===== config.mk =====
export PLATFORM = sky130hd
export DESIGN_NAME = rs_syndrome_rx_flat
export DESIGN_NICKNAME = d
export VERILOG_FILES = /design/src/rtl/rs_pkg.sv /design/src/rtl/rs_syndrome_rx_if.sv /design/src/rtl/rs_syn_cell.sv /design/src/rtl/rs_syndrome_rx.sv /design/src/flat_wrapper.sv
export SDC_FILE = /design/constraint.sdc
export NUM_CORES = 1
export LEC_CHECK = 0
export ABC_AREA = 1
export CAP_MARGIN = 20
export CORE_MARGIN = 5
export CORE_UTILIZATION = 44
export DETAILED_ROUTE_END_ITERATION = 6
export PLACE_DENSITY = 0.76
export SLEW_MARGIN = 10
export SYNTH_ARGS = -nofsm -noshare
export SYNTH_HDL_FRONTEND = slang
export SYNTH_SLANG_ARGS = --single-unit

===== constraint.sdc =====
create_clock -name clk -period 7 [get_ports clk]
set_input_delay 2.1 -clock clk [delete_from_list [all_inputs] [get_ports clk]]
set_output_delay 2.1 -clock clk [all_outputs]
set_load 0.05 [all_outputs]

===== src/rtl/rs_pkg.sv =====
// Shared GF(16) definitions for the RS(15,9) syndrome receiver.
package rs_pkg;

    localparam int N     = 15;
    localparam int K     = 9;
    localparam int SYM_W = 4;
    localparam int NSYN  = N - K;

    // Low-order taps of the primitive polynomial x^4 + x + 1.
    localparam logic [SYM_W-1:0] PRIM_LOW = 4'h3;

    // alpha^j for j = 1..6, alpha^1 in the lowest nibble.
    localparam logic [NSYN*SYM_W-1:0] ALPHA_J = {4'hC, 4'h6, 4'h3, 4'h8, 4'h4, 4'h2};

    typedef enum logic [1:0] {
        IDLE    = 2'd0,
        COLLECT = 2'd1,
        DONE    = 2'd2
    } rx_state_t;

    // Shift-and-add GF(16) multiply; folds to XOR gates when one operand is constant.
    function automatic logic [SYM_W-1:0] gf_mul(input logic [SYM_W-1:0] a,
                                                input logic [SYM_W-1:0] b);
        logic [SYM_W-1:0] p;
        logic [SYM_W-1:0] t;
        p = '0;
        t = a;
        for (int unsigned i = 0; i < SYM_W; i++) begin
            if (b[i]) p = p ^ t;
            t = {t[SYM_W-2:0], 1'b0} ^ (t[SYM_W-1] ? PRIM_LOW : '0);
        end
        return p;
    endfunction

endpackage


===== src/rtl/rs_syndrome_rx_if.sv =====
// Symbol-in / word-out handshake bundle for the syndrome receiver.
interface rs_syndrome_rx_if #(
    parameter int N     = 15,
    parameter int SYM_W = 4,
    parameter int NSYN  = 6
);
    logic [SYM_W-1:0]      sym_in;
    logic                  sym_valid;
    logic                  sym_ready;
    logic [N*SYM_W-1:0]    word_out;
    logic [NSYN*SYM_W-1:0] syn_out;
    logic                  err_detected;
    logic                  word_valid;
    logic                  word_ready;

    modport master (
        output sym_in, sym_valid, word_ready,
        input  sym_ready, word_out, syn_out, err_detected, word_valid
    );

    modport slave (
        input  sym_in, sym_valid, word_ready,
        output sym_ready, word_out, syn_out, err_detected, word_valid
    );
endinterface


===== src/rtl/rs_syn_cell.sv =====
// One Horner accumulator: S <= S*alpha^j ^ sym on each accepted symbol.
module rs_syn_cell
    import rs_pkg::*;
#(
    parameter int j = 1
) (
    input  logic             clk,
    input  logic             rst_n,
    input  logic             clr,
    input  logic             en,
    input  logic [SYM_W-1:0] sym,
    output logic [SYM_W-1:0] syn
);
    localparam logic [SYM_W-1:0] ALPHA = ALPHA_J[(j-1)*SYM_W +: SYM_W];

    // Accumulate the syndrome; clear has priority over an update.
    always_ff @(posedge clk or negedge rst_n) begin
        if (!rst_n) begin
            syn <= '0;
        end else if (clr) begin
            syn <= '0;
        end else if (en) begin
            syn <= gf_mul(syn, ALPHA) ^ sym;
        end
    end
endmodule


===== src/rtl/rs_syndrome_rx.sv =====
// Collects a 15-symbol RS word and computes its six syndromes on the fly.
module rs_syndrome_rx
    import rs_pkg::*;
#(
    parameter int N     = 15,
    parameter int K     = 9,
    parameter int SYM_W = 4
) (
    input  logic             clk,
    input  logic             rst_n,
    input  logic             flush,
    rs_syndrome_rx_if.slave  bus,
    output logic             busy
);
    localparam int NSYN  = N - K;
    localparam int CNT_W = 4;
    localparam logic [CNT_W-1:0] LAST = CNT_W'(N - 1);

    rx_state_t              state;
    logic [CNT_W-1:0]       count;
    logic [N*SYM_W-1:0]     word;
    logic [NSYN*SYM_W-1:0]  syn;
    logic                   valid_q;
    logic                   ready_q;
    logic                   xfer;
    logic                   clr;

    assign xfer = bus.sym_valid && ready_q;
    assign clr  = flush || (state == DONE && bus.word_ready);

    assign bus.sym_ready    = ready_q;
    assign bus.word_valid   = valid_q;
    assign bus.word_out     = word;
    assign bus.syn_out      = syn;
    assign bus.err_detected = |syn;

    for (genvar g = 0; g < NSYN; g++) begin : g_cell
        rs_syn_cell #(.j(g + 1)) u_cell (
            .clk   (clk),
            .rst_n (rst_n),
            .clr   (clr),
            .en    (xfer),
            .sym   (bus.sym_in),
            .syn   (syn[g*SYM_W +: SYM_W])
        );
    end

    // Word-assembly FSM with registered handshake outputs; flush overrides everything.
    always_ff @(posedge clk or negedge rst_n) begin
        if (!rst_n) begin
            state   <= IDLE;
            count   <= '0;
            word    <= '0;
            valid_q <= 1'b0;
            ready_q <= 1'b1;
            busy    <= 1'b0;
        end else if (flush) begin
            state   <= IDLE;
            count   <= '0;
            word    <= '0;
            valid_q <= 1'b0;
            ready_q <= 1'b1;
            busy    <= 1'b0;
        end else begin
            case (state)
                IDLE, COLLECT: begin
                    if (xfer) begin
                        word[(N - 1 - int'(count))*SYM_W +: SYM_W] <= bus.sym_in;
                        busy <= 1'b1;
                        if (count == LAST) begin
                            state   <= DONE;
                            count   <= '0;
                            ready_q <= 1'b0;
                            valid_q <= 1'b1;
                        end else begin
                            state <= COLLECT;
                            count <= count + 1'b1;
                        end
                    end
                end
                DONE: begin
                    if (bus.word_ready) begin
                        state   <= IDLE;
                        valid_q <= 1'b0;
                        ready_q <= 1'b1;
                        busy    <= 1'b0;
                    end
                end
                default: state <= IDLE;
            endcase
        end
    end
endmodule


===== src/flat_wrapper.sv =====
// flat-port wrapper written by rule: the top's interface ports become plain ports
module rs_syndrome_rx_flat import rs_pkg::*;
#(
    parameter int N     = 15,
    parameter int K     = 9,
    parameter int SYM_W = 4
)
  (clk, rst_n, flush, busy, bus_sym_in, bus_sym_valid, bus_word_ready, bus_sym_ready, bus_word_out, bus_syn_out, bus_err_detected, bus_word_valid);
  rs_syndrome_rx_if #(.N(N), .SYM_W(SYM_W)) bus_i ();
  input  logic clk;
  input  logic rst_n;
  input  logic flush;
  output logic busy;
  input wire logic [$bits(bus_i.sym_in)-1:0] bus_sym_in;
  input wire logic [$bits(bus_i.sym_valid)-1:0] bus_sym_valid;
  input wire logic [$bits(bus_i.word_ready)-1:0] bus_word_ready;
  output wire logic [$bits(bus_i.sym_ready)-1:0] bus_sym_ready;
  output wire logic [$bits(bus_i.word_out)-1:0] bus_word_out;
  output wire logic [$bits(bus_i.syn_out)-1:0] bus_syn_out;
  output wire logic [$bits(bus_i.err_detected)-1:0] bus_err_detected;
  output wire logic [$bits(bus_i.word_valid)-1:0] bus_word_valid;
  assign bus_i.sym_in = bus_sym_in;
  assign bus_i.sym_valid = bus_sym_valid;
  assign bus_i.word_ready = bus_word_ready;
  assign bus_sym_ready = bus_i.sym_ready;
  assign bus_word_out = bus_i.word_out;
  assign bus_syn_out = bus_i.syn_out;
  assign bus_err_detected = bus_i.err_detected;
  assign bus_word_valid = bus_i.word_valid;
  rs_syndrome_rx #(.N(N), .K(K), .SYM_W(SYM_W)) u_core (.clk(clk), .rst_n(rst_n), .flush(flush), .bus(bus_i), .busy(busy));
endmodule

Word level (Yosys, flattened, before mapping)
Index checks and enable logic that the tools add are counted.

storage, ports and cells
  register bits after elaboration = 93
  logic and storage cells = 126
  output and inout bits = 88

operators by class
  reductions and logical operators = 14
  muxes and demuxes = 68
  add/subtract/negate cells = 3
  shifts and indexed selects = 2
  equality and inequality tests = 6
  bitwise operators = 21

operator list
  cell                                                                      count
  60-bit 2-to-1 mux                                                         3
  4-bit 2-to-1 mux                                                          34
  60-bit bitwise mux                                                        1
  4-bit by 33-bit variable shift with 60-bit output (first input constant)  1
  4-bit by 33-bit variable part select with 60-bit output                   1
  4-bit by 2-bit XOR with 4-bit output                                      12
  4-bit XOR                                                                 9
  32-bit negation with 33-bit output                                        1
  2-bit 2-to-1 mux                                                          16
  24-bit OR reduction                                                       1
  1-bit 2-to-1 mux                                                          10
  3-bit != test (second input constant)                                     2
  1-bit case mux with 2 select lines                                        3
  2-bit nonzero test                                                        3
  4-bit by 4-bit subtractor with 5-bit output (first input constant)        1
  4-bit by 1-bit adder with 4-bit output (second input constant)            1
  4-bit equality test (second input constant)                               1
  2-bit case mux with 2 select lines                                        1
  2-bit AND reduction                                                       2
  4-bit AND reduction                                                       1
  3-bit by 2-bit != test with 1-bit output (second input constant)          1
  3-bit AND reduction                                                       1
  3-bit nonzero test                                                        1
  2-bit by 1-bit equality test with 1-bit output (second input constant)    1
  5 further kinds                                                           6

Depth between registers and ports, before layout
Gate-level depths: netlist (run 1).

  word-level depth = 12
  gate-level depth with buffers = 19
  depth with buffers taken out = 19

Hierarchy
A second synthesis (run 1) with hierarchy kept.

unflattened totals
  cells, all modules = 746
  area, all modules = 5,386.4 µm²

by module, submodules not included
  module                                 cells each  area an instance (µm²)  instances
  rs_syndrome_rx                         485         3,738.6                 1
  rs_syn_cell (u_core.g_cell[5].u_cell)  54          304.0                   1
  rs_syn_cell (u_core.g_cell[4].u_cell)  53          302.8                   1
  rs_syn_cell (u_core.g_cell[3].u_cell)  50          290.3                   1
  rs_syn_cell (u_core.g_cell[2].u_cell)  42          275.3                   1
  rs_syn_cell (u_core.g_cell[1].u_cell)  35          252.7                   1
  rs_syn_cell (u_core.g_cell[0].u_cell)  27          222.7                   1

Worst setup path after synthesis (run 1)
Ideal clock, no wire load.

  kind = register to output
  from = reg u_core.g_cell[1].u_cell.syn[2]
  to = out bus_err_detected
  cell stages (with the launch flop) = 6
  data arrival time = 1.539 ns
  slack = 3.361 ns
  path through = dfrtp_1 > inv_1 > ha_1 > nand4_1 > nor3_1 > nand4_1

on the way
  longest elaborated chain between the ends = 1

ends and longest elaborated chain
  element                   line                  RTL
  start: declaration        rs_syn_cell.sv:12     output logic [SYM_W-1:0] syn
  start signal: assignment  rs_syn_cell.sv:23     syn <= gf_mul(syn, ALPHA) ^ sym;
  24-bit OR reduction       rs_syndrome_rx.sv:35  assign bus.err_detected = |syn;
  end: declaration          flat_wrapper.sv:20    output wire logic [$bits(bus_i.err_detected)-1:0] bus_err_detected;

No other way between the ends.

Final worst setup path (run 1)
  from = in flush
  to = reg u_core.g_cell[4].u_cell.syn[1]

on the way
  longest elaborated chain between the ends = 2

ends and longest elaborated chain
  element                                                 line                  RTL
  start: declaration                                      flat_wrapper.sv:12    input logic flush;
  1-bit logical OR *                                      rs_syndrome_rx.sv:29  assign clr = flush || (state == DONE && bus.word_ready);
  4-bit 2-to-1 mux or 2-bit nonzero test (tied branches)  -
  end signal: assignment                                  rs_syn_cell.sv:23
  end: declaration                                        rs_syn_cell.sv:12

Mark *: on every way between the ends. The rest lies on a longest branch, timed or not.
A chain may end at the register's enable or synchronous reset.

==> results.ini, run 1 <==
[outcome]
outcome = finished clean

[drt]
initialDrtViolationCount = 348
num_vias = 4403
ant_nets = 0
wl_um = 13100
dr.pass1.iters = 7
wire_per_inst_um = 15.9
drc = 0
viasPerCell = 5.36

[synth]
synth_nets = 613
synth_cell_types = 31
ys_warn_count = 0
synth_edf_count = 0
yosysMostFrequentCell = nand2_1
syn-instance-count = 587
synth_async_sr_flop_share_pct = 100
yosysTopAreaCell = dfrtp_1
netlist_area_um2 = 4920
synth_flop_cell = dfrtp_1
synth.top_cell.area_share_pct = 46.8
synth.avg_cell_area_um2 = 8.39
synth_common_cells = 147 x nand2_1, 92 x dfrtp_1, 88 x nand3_1
synth-seq-area-share_pct = 47.3
synth.area.top_cells = dfrtp_1 47%, nand2_1 11%, nand3_1 8.9%
synth-seq-cells = 93

[die]
io_pins = 97
initial_utilization_pct = 45.2
die_w_um = 116
die_area_um2 = 13400
fp-row-count = 38
die_h_um = 116
fp.coreArea_um2 = 10900

[power_and_ir_drop]
p_per_area_nw_per_um2 = 213
p_leak_nw = 2.95
comb_power_share_pct = 28.4
switching_share_pct = 36.6
pwr-share-seq_pct = 45.7
cell_internal_pwr_mw = 0.834
clkPwrFrac_pct = 25.9
power.switching_mw = 0.482
vdd_drop_max_mv = 0.190

[clock_tree]
cts_buffers = 9
cts_tree = done
cts_max_level = 3
cts-root-buf = clkbuf_8
postCtsSetupRepairBufs = 0
postCtsResizedCells = 0
cts_max_path_buffers = 2
clock_latency_ns = 0.37
hold_buffers = 0
clk_pin_slew_ns = 0.10
clock_sinks = 93

[sta]
skew_ns = 0.0165
max_freq_mhz = 223
max_slew_margin_pct = 27.2
worst_slew_pin_slew_ns = 1.08
drv_slew = 0
hold_slack_ns = 0.478
hold_violations = 0
period_share_pct = 64.0
post-route-min-period_ns = 4.48
setup-tns-final_ns = 0
finalSetupViolCount = 0
rsz0062_at_grt = false

[cells_and_area]
syn2layout_area_growth_pct = 25.2
fin_util_pct = 56.6
num-nets-final = 703
drive_gt1_share_pct = 6.45
antenna_cells = 0

[critical_path]
cp_top_family = compound AO/OA/AOI/OAI gates
worstSetupEndpointType = flip-flop
crit_end = u_core.g_cell[4].u_cell.syn[1]
path_class = input pin to flip-flop
required_ns = 7.28
slowest_stage = a21oi_1
cp_max_fo = 21
crit_buf_inv = 1
regToRegStartpoint = u_core.count[0]
worstPathArrival_ns = 4.77
critPathLaunchType = input pin
r2r_cells = 19
crit_cells = 4
ff2ff_setup_slack_ns = 3.24
worstPathCellList = clkdlybuf4s50_1 > a21oi_1 > nand2_1 > o21ai_0
max_stage_delay_ns = 0.90
crit_start = flush
r2r_end = u_core.bus.word_out[47]

[global_route]
grt_max_degree = 52
grt_pass1_vias = 4367
globalRouteOverflowTotal = 0
antenna_found_initial = 0
track_usage_pct = 19.8
grt_pass1_wl_um = 21100

[place]
place.detailed.hpwl_um = 9570
io_buffers = 96
gp_congestion = 0.869

[hold_path]
min_path_cells = 2
hold_path_class = flip-flop to flip-flop

[flow_run]
drv_cap = 0

## state kept, by name (all words and copies together) (netlist names)
register                  flops
u_core.bus.word_out          60
u_core.bus.word_valid         1
u_core.busy                   1
u_core.state                  2
u_core.g_cell.u_cell.syn     24
u_core.bus.sym_ready          1
u_core.count                  4
## worst register-to-register path, delay by kind of cell, from the launching register on
kind / cells / cell delay [ns]
and+or+nand+nor: 12 / 1.74
buffers and inverters: 5 / 0.67
adders and majority gates: 2 / 0.66
DFF: 1 / 0.59
## metrics by stage
step	power [mW]	worst slack [ns]	std cells	instance area, um2
detailed placement	0.983	2.13	806	5980
global route	1.37	2.29	822	6160
global placement	0.976	2.30	806	5980
finish	1.32	2.52	822	6160
CTS	1.32	2.53	822	6160
floorplan	0.871	3.36	587	4920
## power groups by stage
| stage | clock [mW] | combinational, mW | sequential [mW] |
|---|---|---|---|
| finish | 0.340 | 0.373 | 0.601 |
| global route | 0.366 | 0.402 | 0.606 |
| CTS | 0.344 | 0.375 | 0.601 |
| detailed placement | 0 | 0.373 | 0.610 |
| global placement | 0 | 0.367 | 0.609 |
| floorplan | 0 | 0.180 | 0.691 |
## cell type report
class	instances	area (um2)
Clock buffer	9	124
Clock inverter	7	56.3
Fill cell	997	4720
Inverter	64	240
Multi-Input combinational cell	410	2260
Sequential cell	93	2330
Tap cell	140	175
Timing Repair Buffer	99	981
## cell families after synthesis
logic type,after synthesis,share of synthesized area (%)
AOI/OAI and AO/OA,45,5.41
adders and majority gates,17,4.32
xor gates and xnor gates,39,6.94
DFF,93,47.3
and+or+nand+nor,309,29.2
buffers and inverters,84,6.79
## cell usage in the layout, fill, tap and decap left out, types with 7 or more instances in the layout
| cell type | count |
|---|---|
| o31ai_1 | 7 |
| nand3_1 | 88 |
| dfrtp_1 | 92 |
| inv_1 | 60 |
| o22ai_1 | 16 |
| o21ai_0 | 17 |
| clkbuf_8 | 9 |
| xnor2_1 | 28 |
| clkdlybuf4s50_1 | 95 |
| nand4_1 | 16 |
| nand2_1 | 147 |
| xor2_1 | 11 |
| ha_1 | 17 |
| nor2_1 | 28 |
## worst min path at each step
stage	startpoint	to
2_1_floorplan	u_core.state[0]	u_core.state[0]
3_5_place_dp	u_core.bus.word_out[39]	u_core.bus.word_out[39]
5_1_grt	u_core.bus.word_out[39]	u_core.bus.word_out[39]
6_report	u_core.bus.sym_ready	u_core.bus.sym_ready
4_1_cts	u_core.bus.sym_ready	u_core.bus.sym_ready
3_3_place_gp	u_core.bus.word_out[36]	u_core.bus.word_out[36]
## metal layers
layer / vias up / track usage [%] / wire length [um]
met2: 141 / 32.3 / 6280
met1: 2131 / 26.3 / 5720
met5: - / 0 / 0
li1: 2109 / - / -
met4: 0 / 6.03 / 210
met3: 22 / 5.01 / 831
Power figures use the tool's default switching activity.
==> run 2, diff against run 1 <==
==> constraint.sdc (replaced) <==
create_clock -name clk -period 4.5 [get_ports clk]
set_input_delay 1.35 -clock clk [delete_from_list [all_inputs] [get_ports clk]]
set_output_delay 1.35 -clock clk [all_outputs]
set_load 0.05 [all_outputs]
==> results.ini, run 2 (synthesized netlist as in run 1, its figures left out) <==
[place]
gp_congestion = 0.829  ; was 0.869
io_buffers = 96  ; unchanged
pre_cts_slack_ns = 0.938  ; was 2.13 ns
place.detailed.hpwl_um = 9580  ; was 9570 um

[power_and_ir_drop]
p_total_mw = 2.07  ; was 1.32 mW
vdd_drop_max_mv = 0.302  ; was 0.190 mV
p_per_area_nw_per_um2 = 333  ; was 213 nW/um2
p_leak_nw = 2.97  ; was 2.95 nW

[flow_run]
drv_cap = 0  ; unchanged

[clock_tree]
clk_pin_slew_ns = 0.10  ; about the same
clock_latency_ns = 0.38  ; was 0.37 ns
cts_buffers = 9  ; unchanged
postCtsResizedCells = 0  ; unchanged
cts-root-buf = clkbuf_8  ; unchanged
cts_max_level = 3  ; unchanged
clock_sinks = 93  ; unchanged
hold_buffers = 0  ; unchanged
postCtsSetupRepairBufs = 0  ; unchanged
cts_tree = done  ; unchanged
cts_max_path_buffers = 2  ; unchanged

[sta]
post-route-min-period_ns = 3.57
period_share_pct = 79.3
finalSetupViolCount = 0  ; unchanged
worst_slew_pin_slew_ns = 0.730  ; was 1.08 ns
drv_slew = 0  ; unchanged
setup_ws_ns = 0.930  ; was 2.52 ns
max_slew_margin_pct = 50.9  ; was 27.2%
hold_slack_ns = 0.479  ; was 0.478 ns
max_freq_mhz = 280
setup-tns-final_ns = 0  ; unchanged
rsz0062_at_grt = false  ; unchanged
hold_violations = 0  ; unchanged
skew_ns = 0.0161  ; was 0.0165 ns

[critical_path]
cp_max_fo = 10  ; was 21
path_class = flip-flop to flip-flop  ; was input pin to flip-flop
required_ns = 4.77  ; was 7.28 ns
worstPathCellList = inv_1 > ha_1 > inv_2 > nor2_1 > inv_2 > nor2_4 > nand2_2 > inv_1 > ha_1 > inv_1 > nand2_1 > nor2_1 > nand3_1 > nand2_1 > nand4_1 > nor2_1 > nand3_1 > nand3_1 > nand2_1  ; was clkdlybuf4s50_1 > a21oi_1 > nand2_1 > o21ai_0
max_stage_delay_ns = 0.56  ; was 0.90 ns
critPathLaunchType = flip-flop  ; was input pin
slowest_stage = dfrtp_1  ; was a21oi_1
worstPathArrival_ns = 3.84  ; was 4.77 ns
worstSetupEndpointType = flip-flop  ; unchanged

[cells_and_area]
final_common_cell = nand2_1  ; unchanged
num-nets-final = 705  ; was 703
syn2layout_area_growth_pct = 26.2  ; was 25.2%
drive_gt1_share_pct = 6.73  ; was 6.45%
layout_common_cells = 147 x nand2_1, 95 x clkdlybuf4s50_1, 92 x dfrtp_1  ; unchanged
largest_register_ff_count = 60  ; unchanged
antenna_cells = 0  ; unchanged

[die]
fp-row-count = 38  ; unchanged
initial_utilization_pct = 45.2  ; unchanged
die_h_um = 116  ; unchanged
fp.coreArea_um2 = 10900  ; unchanged
die_area_um2 = 13400  ; unchanged
io_pins = 97  ; unchanged
die_w_um = 116  ; unchanged

[drt]
wire_per_inst_um = 16.1  ; was 15.9 um
drc = 0  ; unchanged
ant_nets = 0  ; unchanged
dr.pass1.iters = 5  ; was 7
num_vias = 4468  ; was 4403
wl_um = 13300  ; was 13100 um
initialDrtViolationCount = 464  ; was 348
viasPerCell = 5.42  ; was 5.36

[global_route]
grt_pass1_vias = 4464  ; was 4367
antenna_found_initial = 0  ; unchanged
grt_max_degree = 60  ; was 52
grt_pass1_wl_um = 22100  ; was 21100 um
track_usage_pct = 20.6  ; was 19.8%
globalRouteOverflowTotal = 0  ; unchanged

[outcome]
outcome = finished clean  ; unchanged

[hold_path]
hold_path_class = flip-flop to flip-flop  ; unchanged

-- run 2: cell count changes in the layout (fill, tap and decap cells not counted), sizes merged --
| cell | before | now |
|---|---|---|
| clkinv | 5 | 3 |
| clkinvlp | 0 | 2 |
| buf | 4 | 6 |
-- run 2: path summary, 6_finish.rpt --
path / end / depth (start not counted) / from / slack [ns]
worst min-delay path: u_core.bus.word_out[42] / 2 / u_core.bus.word_out[42] / 0.48
worst min register to register: u_core.bus.word_out[42] / 2 / u_core.bus.word_out[42] / 0.48
max in group asynchronous: u_core.bus.word_out[14] / 2 / rst_n / 2.95
min in group asynchronous: u_core.bus.word_out[1] / 1 / rst_n / 0.92
worst max register to register: u_core.bus.word_out[47] / 19 / u_core.count[0] / 0.93
worst max-delay path: u_core.bus.word_out[47] / 19 / u_core.count[0] / 0.93
-- run 2: metrics by stage --
stage / utilization, % / std cells / instance area, um2
finish: 57.1 / 824 / 6210
global route: 57.1 / 824 / 6210
CTS: 57.1 / 824 / 6210
detailed placement: 55.3 / 808 / 6020
global placement: 55.0 / 807 / 5990
floorplan: - / 587 / 4920
-- run 2: where the power goes --
group / switching [mW] / internal (mW)
Combinational: 0.373 / 0.214
Sequential: 0.0564 / 0.877
Clock: 0.334 / 0.214
-- run 2: per-layer routing --
layer	vias up	share of wire, %	global-route usage [%]
met5	-	0	0
met4	0	1.1	5.26
met3	15	8.4	5.48
met2	176	48	33.9
met1	2161	43	27.1
li1	2116	-	-
-- run 2: cell type report --
type,instances,area [um2]
fill,976,4680
sequential,93,2330
multi-input combinational,410,2260
timing repair buffer,101,1020
inverter,64,240
tap,140,175
clock buffer,9,124
clock inverter,7,68.8
-- run 2: critical path: cells and delay by family (launching register included) --
kind,cells,cell delay (ns)
flip-flops,1,0.56
AND/OR/NAND/NOR,12,1.65
adder cells (fa/ha/maj),2,0.65
buffers and inverters,5,0.61
==> run 3, diff against run 2 <==
==> constraint.sdc (replaced) <==
create_clock -name clk -period 3.7 [get_ports clk]
set_input_delay 1.11 -clock clk [delete_from_list [all_inputs] [get_ports clk]]
set_output_delay 1.11 -clock clk [all_outputs]
set_load 0.05 [all_outputs]
==> results.ini, run 3 (synthesized netlist as in run 1, its figures left out) <==
[outcome]
outcome = finished clean  ; unchanged

[cells_and_area]
num-nets-final = 710  ; was 705
drive_gt1_share_pct = 7.55  ; was 6.73%
layout_common_cells = 147 x nand2_1, 95 x clkdlybuf4s50_1, 92 x dfrtp_1  ; unchanged
fin_cells = 829  ; was 824
syn2layout_area_growth_pct = 27.7  ; was 26.2%
finalInstanceArea_um2 = 6290  ; was 6210 um2
largest_register_ff_count = 60  ; unchanged
antenna_cells = 0  ; unchanged
final_common_cell = nand2_1  ; unchanged
n_fill_cell = 956  ; was 976

[sta]
skew_ns = 0.0107  ; was 0.0161 ns
worst_slew_pin_slew_ns = 0.709  ; was 0.730 ns
setup-tns-final_ns = 0  ; unchanged
rsz0062_at_grt = false  ; unchanged
max_slew_margin_pct = 52.3  ; was 50.9%
period_share_pct = 88.4  ; was 79.3%
finalSetupViolCount = 0  ; unchanged
setup_ws_ns = 0.430  ; was 0.930 ns
max_freq_mhz = 306  ; was 280 MHz
drv_slew = 0  ; unchanged
hold_violations = 0  ; unchanged
post-route-min-period_ns = 3.27  ; was 3.57 ns

[hold_path]
hold_path_class = flip-flop to flip-flop  ; unchanged

[place]
dp_cells = 813  ; was 808
dpl_cell_area_um2 = 6050  ; was 6020 um2
pre_cts_slack_ns = 0.427  ; was 0.938 ns
gp_congestion = 0.831  ; was 0.829
place.detailed.hpwl_um = 9810  ; was 9580 um
io_buffers = 96  ; unchanged

[die]
die_w_um = 116  ; unchanged
io_pins = 97  ; unchanged
die_h_um = 116  ; unchanged
initial_utilization_pct = 45.2  ; unchanged
die_area_um2 = 13400  ; unchanged
fp.coreArea_um2 = 10900  ; unchanged
fp-row-count = 38  ; unchanged

[global_route]
top_usage_layer = met2  ; unchanged
grt.met2_usage_pct = 33.1  ; was 33.9%
use_met3_pct = 4.80  ; was 5.48%
grt_pass1_vias = 4343  ; was 4464
met1_usage_pct = 27.4  ; was 27.1%
track_usage_pct = 20.6  ; about the same
grt_max_degree = 53  ; was 60
antenna_found_initial = 0  ; unchanged
grt_pass1_wl_um = 21900  ; was 22100 um
globalRouteOverflowTotal = 0  ; unchanged

[drt]
dr.pass1.iters = 7  ; was 5
num_vias = 4457  ; was 4468
initialDrtViolationCount = 364  ; was 464
wire_per_inst_um = 16.1  ; about the same
wl_um = 13400  ; was 13300 um
ant_nets = 0  ; unchanged
drc = 0  ; unchanged
viasPerCell = 5.38  ; was 5.42

[critical_path]
required_ns = 3.97  ; was 4.77 ns
critPathLaunchType = flip-flop  ; unchanged
worstPathArrival_ns = 3.54  ; was 3.84 ns
path_class = flip-flop to flip-flop  ; unchanged
cp_max_fo = 10  ; unchanged
worstSetupEndpointType = flip-flop  ; unchanged

[power_and_ir_drop]
vdd_drop_max_mv = 0.366  ; was 0.302 mV
p_per_area_nw_per_um2 = 420  ; was 333 nW/um2
p_leak_nw = 3.01  ; was 2.97 nW
p_total_mw = 2.64  ; was 2.07 mW

[flow_run]
drv_cap = 0  ; unchanged

[clock_tree]
clock_sinks = 93  ; unchanged
clock_latency_ns = 0.37  ; was 0.38 ns
clk_pin_slew_ns = 0.10  ; about the same
cts_max_level = 3  ; unchanged
cts-root-buf = clkbuf_8  ; unchanged
cts_tree = done  ; unchanged
postCtsSetupRepairBufs = 0  ; unchanged
hold_buffers = 0  ; unchanged
cts_max_path_buffers = 2  ; unchanged
cts_buffers = 9  ; unchanged

## run 3: cell count changes in the layout (fill, tap and decap cells not counted), sizes merged
cell | before | now
buf | 6 | 11
inv | 66 | 63
bufinv | 0 | 2
clkbuf | 9 | 11
clkinv | 3 | 1
clkinvlp | 2 | 3
## run 3: through the flow
stage | hold WS, ns | utilization (%)
2_1_floorplan | 0.529 | -
3_3_place_gp | 0.457 | 55.6
3_5_place_dp | 0.462 | 55.6
4_1_cts | 0.483 | 57.7
5_1_grt | 0.497 | 57.7
6_report | 0.479 | 57.7
## run 3: worst max-delay path, stage by stage (launching register included)
cell	delay [ns]
dfrtp_1	0.44
inv_1	0.12
ha_1	0.36
inv_2	0.06
nor2_1	0.16
inv_2	0.07
nor2_4	0.14
nand2_2	0.08
inv_1	0.07
ha_1	0.25
inv_1	0.20
nand2_1	0.08
nor2_1	0.11
nand3_1	0.07
nand2_1	0.11
nand4_1	0.13
nor2_2	0.32
nand3_1	0.21
nand3_1	0.12
nand2_1	0.06
## run 3: power breakdown
part	internal (mW)	total [mW]	switching [mW]
logic	0.263	0.720	0.458
clock network	0.417	0.787	0.369
registers	1.07	1.13	0.0662
total	1.75	2.64	0.893
## run 3: final cells by class
cell class	instances	area, um2	area share, %
tap	140	175	2.79
clock inverter	5	82.6	1.31
clock buffer	11	151	2.41
sequential	93	2330	37.0
timing repair buffer	106	1050	16.6
multi-input combinational	410	2260	36.0
inverter	64	240	3.82
## run 3: per-layer routing
layer	vias to the layer above	part of all wire (%)
li1	2123	-
met1	2137	43
met2	174	48
met3	23	7.4
met4	0	2.2
met5	-	0
## run 3: final timing paths
kind	from	end	slack (ns)	cells past startpoint
worst max-delay path	u_core.count[1]	u_core.bus.word_out[17]	0.43	19
worst min-delay path	u_core.bus.word_out[39]	u_core.bus.word_out[39]	0.48	2
worst max register to register	u_core.count[1]	u_core.bus.word_out[17]	0.43	19
worst min register to register	u_core.bus.word_out[39]	u_core.bus.word_out[39]	0.48	2
max in group asynchronous	rst_n	u_core.bus.word_out[22]	2.31	2
min in group asynchronous	rst_n	u_core.busy	0.72	1
## run 3: what timing repair did
item / 4_1_cts / 5_1_grt
resized for setup: 0 / 1
setup endpoints to repair: 0 / 3
endpoints found under the hold margin: 0 / 0
